[config.mk]
export PLATFORM = sky130hd
export DESIGN_NAME = vga_copper
export DESIGN_NICKNAME = d
export VERILOG_FILES = /design/src/rtl/vga_copper_pkg.sv /design/src/rtl/vga_copper_ram.sv /design/src/rtl/vga_copper.sv
export SDC_FILE = /design/constraint.sdc
export NUM_CORES = 2
export LEC_CHECK = 0
export ABC_AREA = 1
export CORE_UTILIZATION = 55
export CTS_BUF_LIST = sky130_fd_sc_hd__clkbuf_8
export DETAILED_ROUTE_END_ITERATION = 8
export HOLD_SLACK_MARGIN = 0.1
export PLACE_DENSITY = 0.72
export SETUP_SLACK_MARGIN = 0.4
export SYNTH_ARGS = -nofsm -noshare
export SYNTH_HDL_FRONTEND = slang
export SYNTH_HIERARCHICAL = 1
export SYNTH_SLANG_ARGS = --single-unit
[constraint.sdc]
create_clock -name clk -period 8.2 [get_ports clk]
set_input_delay 1.64 -clock clk [delete_from_list [all_inputs] [get_ports clk]]
set_output_delay 1.64 -clock clk [all_outputs]
set_load 0.01 [all_outputs]
[src/rtl/vga_copper_pkg.sv]
// vga_copper shared definitions: opcodes, FSM states, register map.
// Optional feature macro: VGA_COPPER_TIMEOUT_EN (see vga_copper.sv).
package vga_copper_pkg;

   localparam logic [1:0] OP_WRITE = 2'b00;
   localparam logic [1:0] OP_END   = 2'b01;
   localparam logic [1:0] OP_JUMP  = 2'b10;
   localparam logic [1:0] OP_NOP   = 2'b11;

   typedef enum logic [1:0] {
      ST_IDLE,
      ST_FETCH,
      ST_EXEC,
      ST_BUS
   } state_t;

   localparam logic [7:0] REG_CTRL   = 8'h00;
   localparam logic [7:0] REG_STATUS = 8'h04;
   localparam logic [7:0] REG_PADDR  = 8'h08;
   localparam logic [7:0] REG_PHI    = 8'h0C;
   localparam logic [7:0] REG_PLO    = 8'h10;

   localparam logic [7:0] VGA_CORE_BASE = 8'h04;
   localparam logic [7:0] COPPER_BASE   = 8'h05;

endpackage

[src/rtl/vga_copper_ram.sv]
// Program store for vga_copper: one write port, one registered
// read port; a same-address write and read return the old word.
module vga_copper_ram
   import vga_copper_pkg::*;
#(
   parameter int DEPTH = 64
) (
   input  logic                     clk,
   input  logic                     i_we,
   input  logic [$clog2(DEPTH)-1:0] i_waddr,
   input  logic [39:0]              i_wdata,
   input  logic                     i_re,
   input  logic [$clog2(DEPTH)-1:0] i_raddr,
   output logic [39:0]              o_rdata
);

   logic [39:0] r_mem [DEPTH];
   logic [39:0] r_rdata;

   // read-first storage: the read samples the array before the write lands
   always_ff @(posedge clk) begin
      if (i_we) r_mem[i_waddr] <= i_wdata;
      if (i_re) r_rdata <= r_mem[i_raddr];
   end

   assign o_rdata = r_rdata;

endmodule

[src/rtl/vga_copper.sv]
// Raster-effect sequencer: Wishbone-loaded program replayed as vga_core writes.
// Optional feature macro: VGA_COPPER_TIMEOUT_EN (bus-wait abort with err flag).
module vga_copper
   import vga_copper_pkg::*;
#(
   parameter int PROG_DEPTH     = 64,
   parameter int TIMEOUT_CYCLES = 1048576
) (
   input  logic        clk,
   input  logic        reset,
   input  logic [31:0] wb_addr_i,
   input  logic [31:0] wb_data_i,
   output logic [31:0] wb_data_o,
   input  logic [3:0]  wb_sel_i,
   input  logic        wb_we_i,
   input  logic        wb_stb_i,
   input  logic        wb_cyc_i,
   output logic        wb_ack_o,
   output logic [31:0] m_addr_o,
   output logic [31:0] m_data_o,
   output logic [3:0]  m_sel_o,
   output logic        m_we_o,
   output logic        m_stb_o,
   output logic        m_cyc_o,
   input  logic        m_ack_i
);

   localparam int AW = $clog2(PROG_DEPTH);

   state_t        r_state;
   state_t        w_state_nxt;
   logic [AW-1:0] r_pc;
   logic [AW-1:0] w_pc_nxt;
   logic [AW-1:0] r_paddr;
   logic [7:0]    r_phi;
   logic          r_run;
   logic          r_loop;
   logic          r_start;
   logic          r_wb_ack;
   logic [31:0]   r_wb_data;
   logic [5:0]    r_m_off;
   logic [31:0]   r_m_data;

   logic [39:0]   w_rd;
   logic [31:0]   w_rdata;
   logic [7:0]    w_off;
   logic [7:0]    w_pc8;
   logic          w_acc;
   logic          w_wr;
   logic          w_ctrl_wr;
   logic          w_paddr_wr;
   logic          w_phi_wr;
   logic          w_plo_wr;
   logic          w_busy;
   logic          w_err;
   logic          w_to_hit;
   logic          w_clr_run;
   logic          w_lat;
   logic          w_unused;

   assign w_acc = wb_stb_i & wb_cyc_i & ~r_wb_ack &
                  (wb_addr_i[31:24] == COPPER_BASE);
   assign w_wr       = w_acc & wb_we_i;
   assign w_off      = wb_addr_i[7:0];
   assign w_ctrl_wr  = w_wr & (w_off == REG_CTRL);
   assign w_paddr_wr = w_wr & (w_off == REG_PADDR);
   assign w_phi_wr   = w_wr & (w_off == REG_PHI);
   assign w_plo_wr   = w_wr & (w_off == REG_PLO);
   assign w_busy     = (r_state != ST_IDLE);
   assign w_pc8      = 8'(r_pc);
   assign w_unused   = ^{wb_sel_i, wb_addr_i[23:8]};

   // slave read mux; unmapped and write-only offsets read as zero
   always_comb begin
      w_rdata = '0;
      case (w_off)
         REG_CTRL:   w_rdata = {30'b0, r_loop, r_run};
         REG_STATUS: w_rdata = {15'b0, w_err, 7'b0, w_busy, w_pc8};
         REG_PADDR:  w_rdata = 32'(r_paddr);
         default:    w_rdata = '0;
      endcase
   end

   // registered slave ack (single cycle, gapped) and read data
   always_ff @(posedge clk) begin
      if (!reset) begin
         r_wb_ack  <= 1'b0;
         r_wb_data <= '0;
      end else begin
         r_wb_ack <= w_acc;
         if (w_acc && !wb_we_i) r_wb_data <= w_rdata;
      end
   end

   // control registers, program pointer and staging word
   always_ff @(posedge clk) begin
      if (!reset) begin
         r_run   <= 1'b0;
         r_loop  <= 1'b0;
         r_start <= 1'b0;
         r_paddr <= '0;
         r_phi   <= '0;
      end else begin
         r_start <= w_ctrl_wr & wb_data_i[0] & ~r_run;
         if (w_ctrl_wr) begin
            r_run  <= wb_data_i[0];
            r_loop <= wb_data_i[1];
         end else if (w_clr_run) begin
            r_run <= 1'b0;
         end
         if (w_paddr_wr)    r_paddr <= wb_data_i[AW-1:0];
         else if (w_plo_wr) r_paddr <= r_paddr + 1'b1;
         if (w_phi_wr) r_phi <= wb_data_i[7:0];
      end
   end

   vga_copper_ram #(
      .DEPTH (PROG_DEPTH)
   ) u_ram (
      .clk     (clk),
      .i_we    (w_plo_wr),
      .i_waddr (r_paddr),
      .i_wdata ({r_phi, wb_data_i}),
      .i_re    (r_state == ST_FETCH),
      .i_raddr (r_pc),
      .o_rdata (w_rd)
   );

`ifdef VGA_COPPER_TIMEOUT_EN
   localparam int TW = $clog2(TIMEOUT_CYCLES + 1);

   logic [TW-1:0] r_to_cnt;
   logic          r_err;

   // count unacked bus cycles; flag err when the wait is abandoned
   always_ff @(posedge clk) begin
      if (!reset) begin
         r_to_cnt <= '0;
         r_err    <= 1'b0;
      end else begin
         if (r_state == ST_BUS && !m_ack_i) r_to_cnt <= r_to_cnt + 1'b1;
         else r_to_cnt <= '0;
         if (r_start)       r_err <= 1'b0;
         else if (w_to_hit) r_err <= 1'b1;
      end
   end

   assign w_to_hit = (r_state == ST_BUS) && !m_ack_i &&
                     (r_to_cnt == TW'(TIMEOUT_CYCLES - 1));
   assign w_err    = r_err;
`else
   logic w_unused_to;

   assign w_to_hit    = 1'b0;
   assign w_err       = 1'b0;
   assign w_unused_to = (TIMEOUT_CYCLES == 0);
`endif

   // sequencer state and program counter
   always_ff @(posedge clk) begin
      if (!reset) begin
         r_state <= ST_IDLE;
         r_pc    <= '0;
      end else begin
         r_state <= w_state_nxt;
         r_pc    <= w_pc_nxt;
      end
   end

   // next-state decode; clearing run from the CPU overrides everything
   always_comb begin
      w_state_nxt = r_state;
      w_pc_nxt    = r_pc;
      w_clr_run   = 1'b0;
      w_lat       = 1'b0;
      unique case (r_state)
         ST_IDLE: begin
            if (r_start) begin
               w_pc_nxt    = '0;
               w_state_nxt = ST_FETCH;
            end
         end
         ST_FETCH: w_state_nxt = ST_EXEC;
         ST_EXEC: begin
            unique case (w_rd[39:38])
               OP_WRITE: begin
                  w_lat       = 1'b1;
                  w_state_nxt = ST_BUS;
               end
               OP_NOP: begin
                  w_pc_nxt    = r_pc + 1'b1;
                  w_state_nxt = ST_FETCH;
               end
               OP_JUMP: begin
                  w_pc_nxt    = w_rd[AW-1:0];
                  w_state_nxt = ST_FETCH;
               end
               OP_END: begin
                  if (r_loop) begin
                     w_pc_nxt    = '0;
                     w_state_nxt = ST_FETCH;
                  end else begin
                     w_clr_run   = 1'b1;
                     w_state_nxt = ST_IDLE;
                  end
               end
            endcase
         end
         ST_BUS: begin
            if (m_ack_i) begin
               w_pc_nxt    = r_pc + 1'b1;
               w_state_nxt = ST_FETCH;
            end else if (w_to_hit) begin
               w_clr_run   = 1'b1;
               w_state_nxt = ST_IDLE;
            end
         end
      endcase
      if (r_state != ST_IDLE && !r_run) begin
         w_pc_nxt    = '0;
         w_state_nxt = ST_IDLE;
      end
   end

   // capture the write target when the WRITE entry is decoded
   always_ff @(posedge clk) begin
      if (!reset) begin
         r_m_off  <= '0;
         r_m_data <= '0;
      end else if (w_lat) begin
         r_m_off  <= w_rd[37:32];
         r_m_data <= w_rd[31:0];
      end
   end

   assign wb_ack_o  = r_wb_ack;
   assign wb_data_o = r_wb_data;
   assign m_stb_o   = (r_state == ST_BUS);
   assign m_cyc_o   = m_stb_o;
   assign m_we_o    = m_stb_o;
   assign m_sel_o   = {4{m_stb_o}};
   assign m_addr_o  = m_stb_o ?
                      {VGA_CORE_BASE, 16'h0000, 2'b00, r_m_off} : '0;
   assign m_data_o  = m_stb_o ? r_m_data : '0;

endmodule

# Yosys cells after proc, flatten, opt, wreduce, memory -nomap -nowiden
# Memories as Yosys holds them, arrays and structs flattened. A register that Yosys moved wholly into a read port is not among the register bits.
# Index checks and enable logic that the tools add are counted.
# W data, S select, Z words.
# classes
add_sub_neg	2
n_eq_ne	15
mux	24
n_bitwise	13
reduce_logical	15
# op_table
operator	n
$pmux W6 S3	2
$mux W32	1
$mux W6	5
$mux W27	1
$pmux W9 S3	1
$eq A8 B3 Y1 const B	2
$eq A8 B4 Y1 const B	2
$add A6 B1 Y6 const B	2
$and A1 B1 Y1	10
$mux W1	10
$eq A2 B2 Y1 const B	4
$eq A8 B5 Y1 const B	1
$logic_not A8 Y1	1
$pmux W2 S4	1
$pmux W2 S3	1
$reduce_bool A2 Y1	3
$reduce_and A5 Y1	1
$eq A2 B1 Y1 const B	2
$logic_not A2 Y1	2
$mux W2	2
$ne A4 B2 Y1 const B	1
$reduce_or A2 Y1	2
$ne A3 B3 Y1 const B	1
$not A1 Y1	3
6 further kinds	8
# totals
reg_bits	96
ram_bits	2560
inputBits	74
out_inout_bits	104
word_cells	81
mem_count	1
# memory_table
name	words	word_bits	read_ports	rd_ports_with_merged_regs	wr	line_no	rtl
u_ram.r_mem	64	40	1	1	1	vga_copper_ram.sv:17	logic [39:0] r_mem [DEPTH];

# Longest topological paths before layout
# logic_depth
word_depth	7
ltp_mapped	12
mapped_depth_nobuf	9

# Modules after synthesis
# The synthesis kept the hierarchy.
# by_module_without_submodules
module	n_inst	cells_per_inst	area_each_um2	seq_area_each_um2
vga_copper_ram	1	8445	103536.8	78074.9
vga_copper	1	644	4266.6	1421.4

# Worst setup path after synthesis
# OpenSTA, ideal clock, no wires.
# synth_timing
kind	input port to flip-flop
startpoint	in wb_addr_i[31]
endpoint	mem u_ram.r_mem[48][0] (enable)
setup_time_ps	538
arrival_time_ps	6687
t_required_ps	7662
slack_ps	975
cell_stages	10
n_path_buf	1
cell_sequence	inv_2 -> nand2_1 -> nor2_2 -> nand3_1 -> nor2_4 -> inv_2 -> nor2_1 -> clkbuf_1 -> nand4_1 -> nor4_1
# synth_via
elab_chain_len	6
# synth_rtl
item	line_no	rtl
start, declared	vga_copper.sv:11	input logic [31:0] wb_addr_i,
$eq A8 B3 Y1	vga_copper.sv:62	(wb_addr_i[31:24] == COPPER_BASE);
$and A1 B1 Y1	vga_copper.sv:61	assign w_acc = wb_stb_i & wb_cyc_i & ~r_wb_ack &
$and A1 B1 Y1	vga_copper.sv:63	assign w_wr = w_acc & wb_we_i;
$and A1 B1 Y1	vga_copper.sv:68	assign w_plo_wr = w_wr & (w_off == REG_PLO);
net w_plo_wr	vga_copper.sv:53	logic w_plo_wr;
$mux W1	vga_copper_ram.sv:22	if (i_we) r_mem[i_waddr] <= i_wdata;
$mux W1 (not written as such)	vga_copper_ram.sv:22	
end, declared	vga_copper_ram.sv:17	
# The timed path passes the listed nets, and every way through them passes these cells.

# Worst setup path after layout
# layout_timing
startpoint	in wb_cyc_i
endpoint	mem u_ram.r_mem[0][29] (enable)
# layout_via
elab_chain_len	7
# layout_rtl
item	line_no	rtl
start, declared	vga_copper.sv:17	input logic wb_cyc_i,
$and A1 B1 Y1 (3 in series)	vga_copper.sv:61	
$and A1 B1 Y1	vga_copper.sv:63	
$and A1 B1 Y1	vga_copper.sv:68	
net w_plo_wr	vga_copper.sv:53	
$mux W1	vga_copper_ram.sv:22	
$mux W1 (not written as such)	vga_copper_ram.sv:22	
# The timed path passes the listed nets, and every way through them passes these cells.

==> out/metrics.cfg <==
[clock_network]
cts_buffers = 415
clkSinkCount = 2671
root_buffer = clkbuf_8
ctsResizeCount = 0
hold_buffers = 0
cts_setup_buffers = 0
clk_latency_ns = 1.10
cts_tree = yes
clk_pin_slew_ns = 0.06
h-tree-depth = 5
cts_buffer_depth = 4

[worst_setup_path]
worst-path-stages = 10
path_class = primary input to flop
r2r_end = u_ram/r_mem[0][29]$_DFFE_PP_
crit_buf_inv = 3
r2r_start = wb_ack_o$_SDFF_PN0_
required_ns = 8.93
r2r_slack_ns = 3.29
crit_family = simple AND/OR/NAND/NOR gates
start_kind = primary input
cp-end-kind = flop
slowest_delay_ns = 1.18
crit_path_max_fanout = 24
arrival_ns = 6.38
path_cells = clkdlybuf4s50_1 > nand2_1 > nor2_1 > nand3_1 > nor2_4 > inv_2 > nor2_1 > nand4_1 > nor2_4 > buf_4
critical-path-slowest-cell = nor2_4
r2r.worst_path.cells = 10

[synthesis]
yosysTopAreaCell = edfxtp_1
ys_warn_count = 6
syn_inst = 9089
synth-seq-cells = 2671
ys_types = 36
syn_area_um2 = 108000
ys_seq_area_share_pct = 73.7
synth.top_cells.by_area = edfxtp_1, nand3_1, nand2_1
synth_top_cell_area_share_pct = 72.4
avgSynthCellArea_um2 = 11.9

[grt]
track_usage_pct = 29.1
grt_pass1_vias = 68600
gr-total-overflow = 0
grt_max_degree = 204
grt_pass1_wl_mm = 428
antenna_found_initial = 13

[timing]
period_minus_slack_ns = 5.64
tns_ns = 0
hold_viol_final = 0
worst_slew_margin_rel_pct = 4.71
setup_ws_ns = 2.56
rsz0062_at_grt = no
finalSetupViolCount = 0
max_freq_mhz = 177
worst_pin_slew_ns = 1.43
skew_ns = 0.0771
drv_slew = 0
min_period_over_period_pct = 68.8

[routing]
drt_wl_total_mm = 293
viasPerCell = 6.02
wl_met2_mm = 134
drt-met1-wl_mm = 111
highest_layer = met5
firstDrtPassIters = 8
drcViolationCount = 0
avgRoutedWirePerCell_um = 24.2
met3_length_mm = 36.5
drtAntennaViolNets = 0
vias = 72900
dr.first_iter.drc_count = 10300

[worst_hold_path]
hold_class = flop to flop
min_path_cells = 2
worstHoldStart = wb_data_o[1]$_SDFFE_PN0P_
holdPathEnd = wb_data_o[1]$_SDFFE_PN0P_

[finish]
final_net_count = 9279
drive_gt1_share_pct = 8.40
area_growth_pct = 9.73

[power]
swShare_pct = 33.0
power_switching_mw = 10.9
p_seq_share_pct = 46.5
p_int_mw = 22.0
p_leak_nw = 42.3
vdd_drop_max_mv = 0.191
powerDensity_nw_per_um2 = 278
power_frac_clock_pct = 30.3
p_comb_share_pct = 23.2

[floorplanning]
initial_core_util_pct = 55.3
num_rows = 162
dieHeight_um = 445
die_w_um = 445
die-area_um2 = 198000
core_area_um2 = 195000
io_pins = 178

[job]
cap_violations = 0

[run_status]
outcome = complete, no violations

[placement]
hpwl_mm = 152
gp_congestion = 0.859
port_buffers = 107
place_ws_ns = 1.70

state kept, by name, summed over array words and instances (netlist names), 2 cells and up:
signal	cells
wb_data_o	7
r_m_off	6
r_m_data	32
r_state	2
u_ram/r_mem	2560
r_paddr	6
r_pc	6
r_phi	8
u_ram/o_rdata	40
synth_stat cells:
cell type	instances
buf_2	376
edfxtp_1	2600
a21oi_4	1
buf_6	3
clkbuf_1	128
dfxtp_1	71
nand2_2	3
nand2_4	1
buf_1	64
nand3_2	2
nor3_1	4
buf_4	69
clkinv_1	1
a21oi_1	28
a221oi_1	1
o21ai_0	47
a211oi_1	1
inv_1	82
conb_1	1
inv_2	13
a31oi_1	1
o22ai_2	1
nand3b_1	2
xor2_1	3
nor2_1	182
o21ai_1	16
nor4_1	8
nor3_4	3
ha_1	11
nor2_4	5
nand2_1	2933
nand3_1	2406
nor2_2	2
nor3_2	1
xnor2_1	1
nand4_1	18
cell usage in the layout, fill, tap and decap left out, drive strengths merged, types with 63 or more instances in the layout:
master / instances
buf: 205
clkinv: 134
o21ai: 63
inv: 223
dfxtp: 71
clkbuf: 427
nand2: 2937
clkdlybuf4s50: 74
edfxtp: 2600
nand3: 2408
nor2: 189
final cells by class:
cell class                 instances  area (um2)
tap                             2624        3280
fill                           14700       76500
inverter                          96         393
clock buffer                     427        5880
antenna                            4        10.0
timing repair buffer             279        2430
multi-input combinational       5731       25500
clock inverter                   275        1310
sequential                      2671       79500
how the worst max path moves through the flow:
| stage | slack, ns | end | startpoint |
|---|---|---|---|
| final | 2.56 | u_ram/r_mem[0][29]$_DFFE_PP_ | wb_cyc_i |
| after global routing | 2.44 | u_ram/r_mem[0][29]$_DFFE_PP_ | wb_cyc_i |
| after CTS | 2.85 | u_ram/r_mem[0][29]$_DFFE_PP_ | wb_cyc_i |
| after detailed placement | 1.70 | u_ram/r_mem[0][26]$_DFFE_PP_ | wb_cyc_i |
| after global placement | 1.84 | u_ram/r_mem[0][24]$_DFFE_PP_ | wb_addr_i[29] |
| after floorplan | 0.97 | u_ram/r_mem[48][0]$_DFFE_PP_ | wb_addr_i[31] |
cells by family (layout without fill, tap and decap cells):
| group | count (synthesis) | in the layout | share of synthesized area [%] |
|---|---|---|---|
| AOI/OAI and AO/OA | 96 | 96 | 0.470 |
| xor gates and xnor gates | 4 | 4 | 0.0325 |
| adders and majority gates | 11 | 11 | 0.128 |
| buffers and inverters | 736 | 1077 | 3.26 |
| DFF | 2671 | 2671 | 73.7 |
| other | 1 | 54 | 0.00348 |
| and+or+nand+nor | 5570 | 5570 | 22.4 |
power by group through the flow:
stage | logic, mW | registers [mW] | clock network [mW]
after global placement | 7.27 | 15.5 | 0
after CTS | 7.43 | 15.2 | 10.1
after detailed placement | 7.40 | 15.5 | 0
final | 7.62 | 15.3 | 9.96
after global routing | 8.14 | 15.3 | 10.6
after floorplan | 4.88 | 15.4 | 0
per-stage QoR:
stage	power [mW]	hold WS, ns	instances	instance area (um2)	utilization, %
2_1_floorplan	20.3	0.445	9138	108000	-
3_3_place_gp	22.8	0.458	11400	111000	57.0
3_5_place_dp	22.9	0.458	11400	111000	57.0
4_1_cts	32.7	0.469	12100	118000	60.7
5_1_grt	34.0	0.497	12100	118000	60.7
6_report	32.8	0.467	12100	118000	60.7
tightest hold or removal path, cell delays in order, from the launching register on:
cell     delay (ns)
dfxtp_1        0.31
nand2_1        0.06
a21oi_1        0.05
routing by layer:
metal / vias to the layer above / GRT usage, %
met1: 35300 / 40.0
li1: 32300 / -
met3: 651 / 6.98
met5: - / 0
met2: 4722 / 44.5
met4: 8 / 12.4
Power figures use the tool's default switching activity.
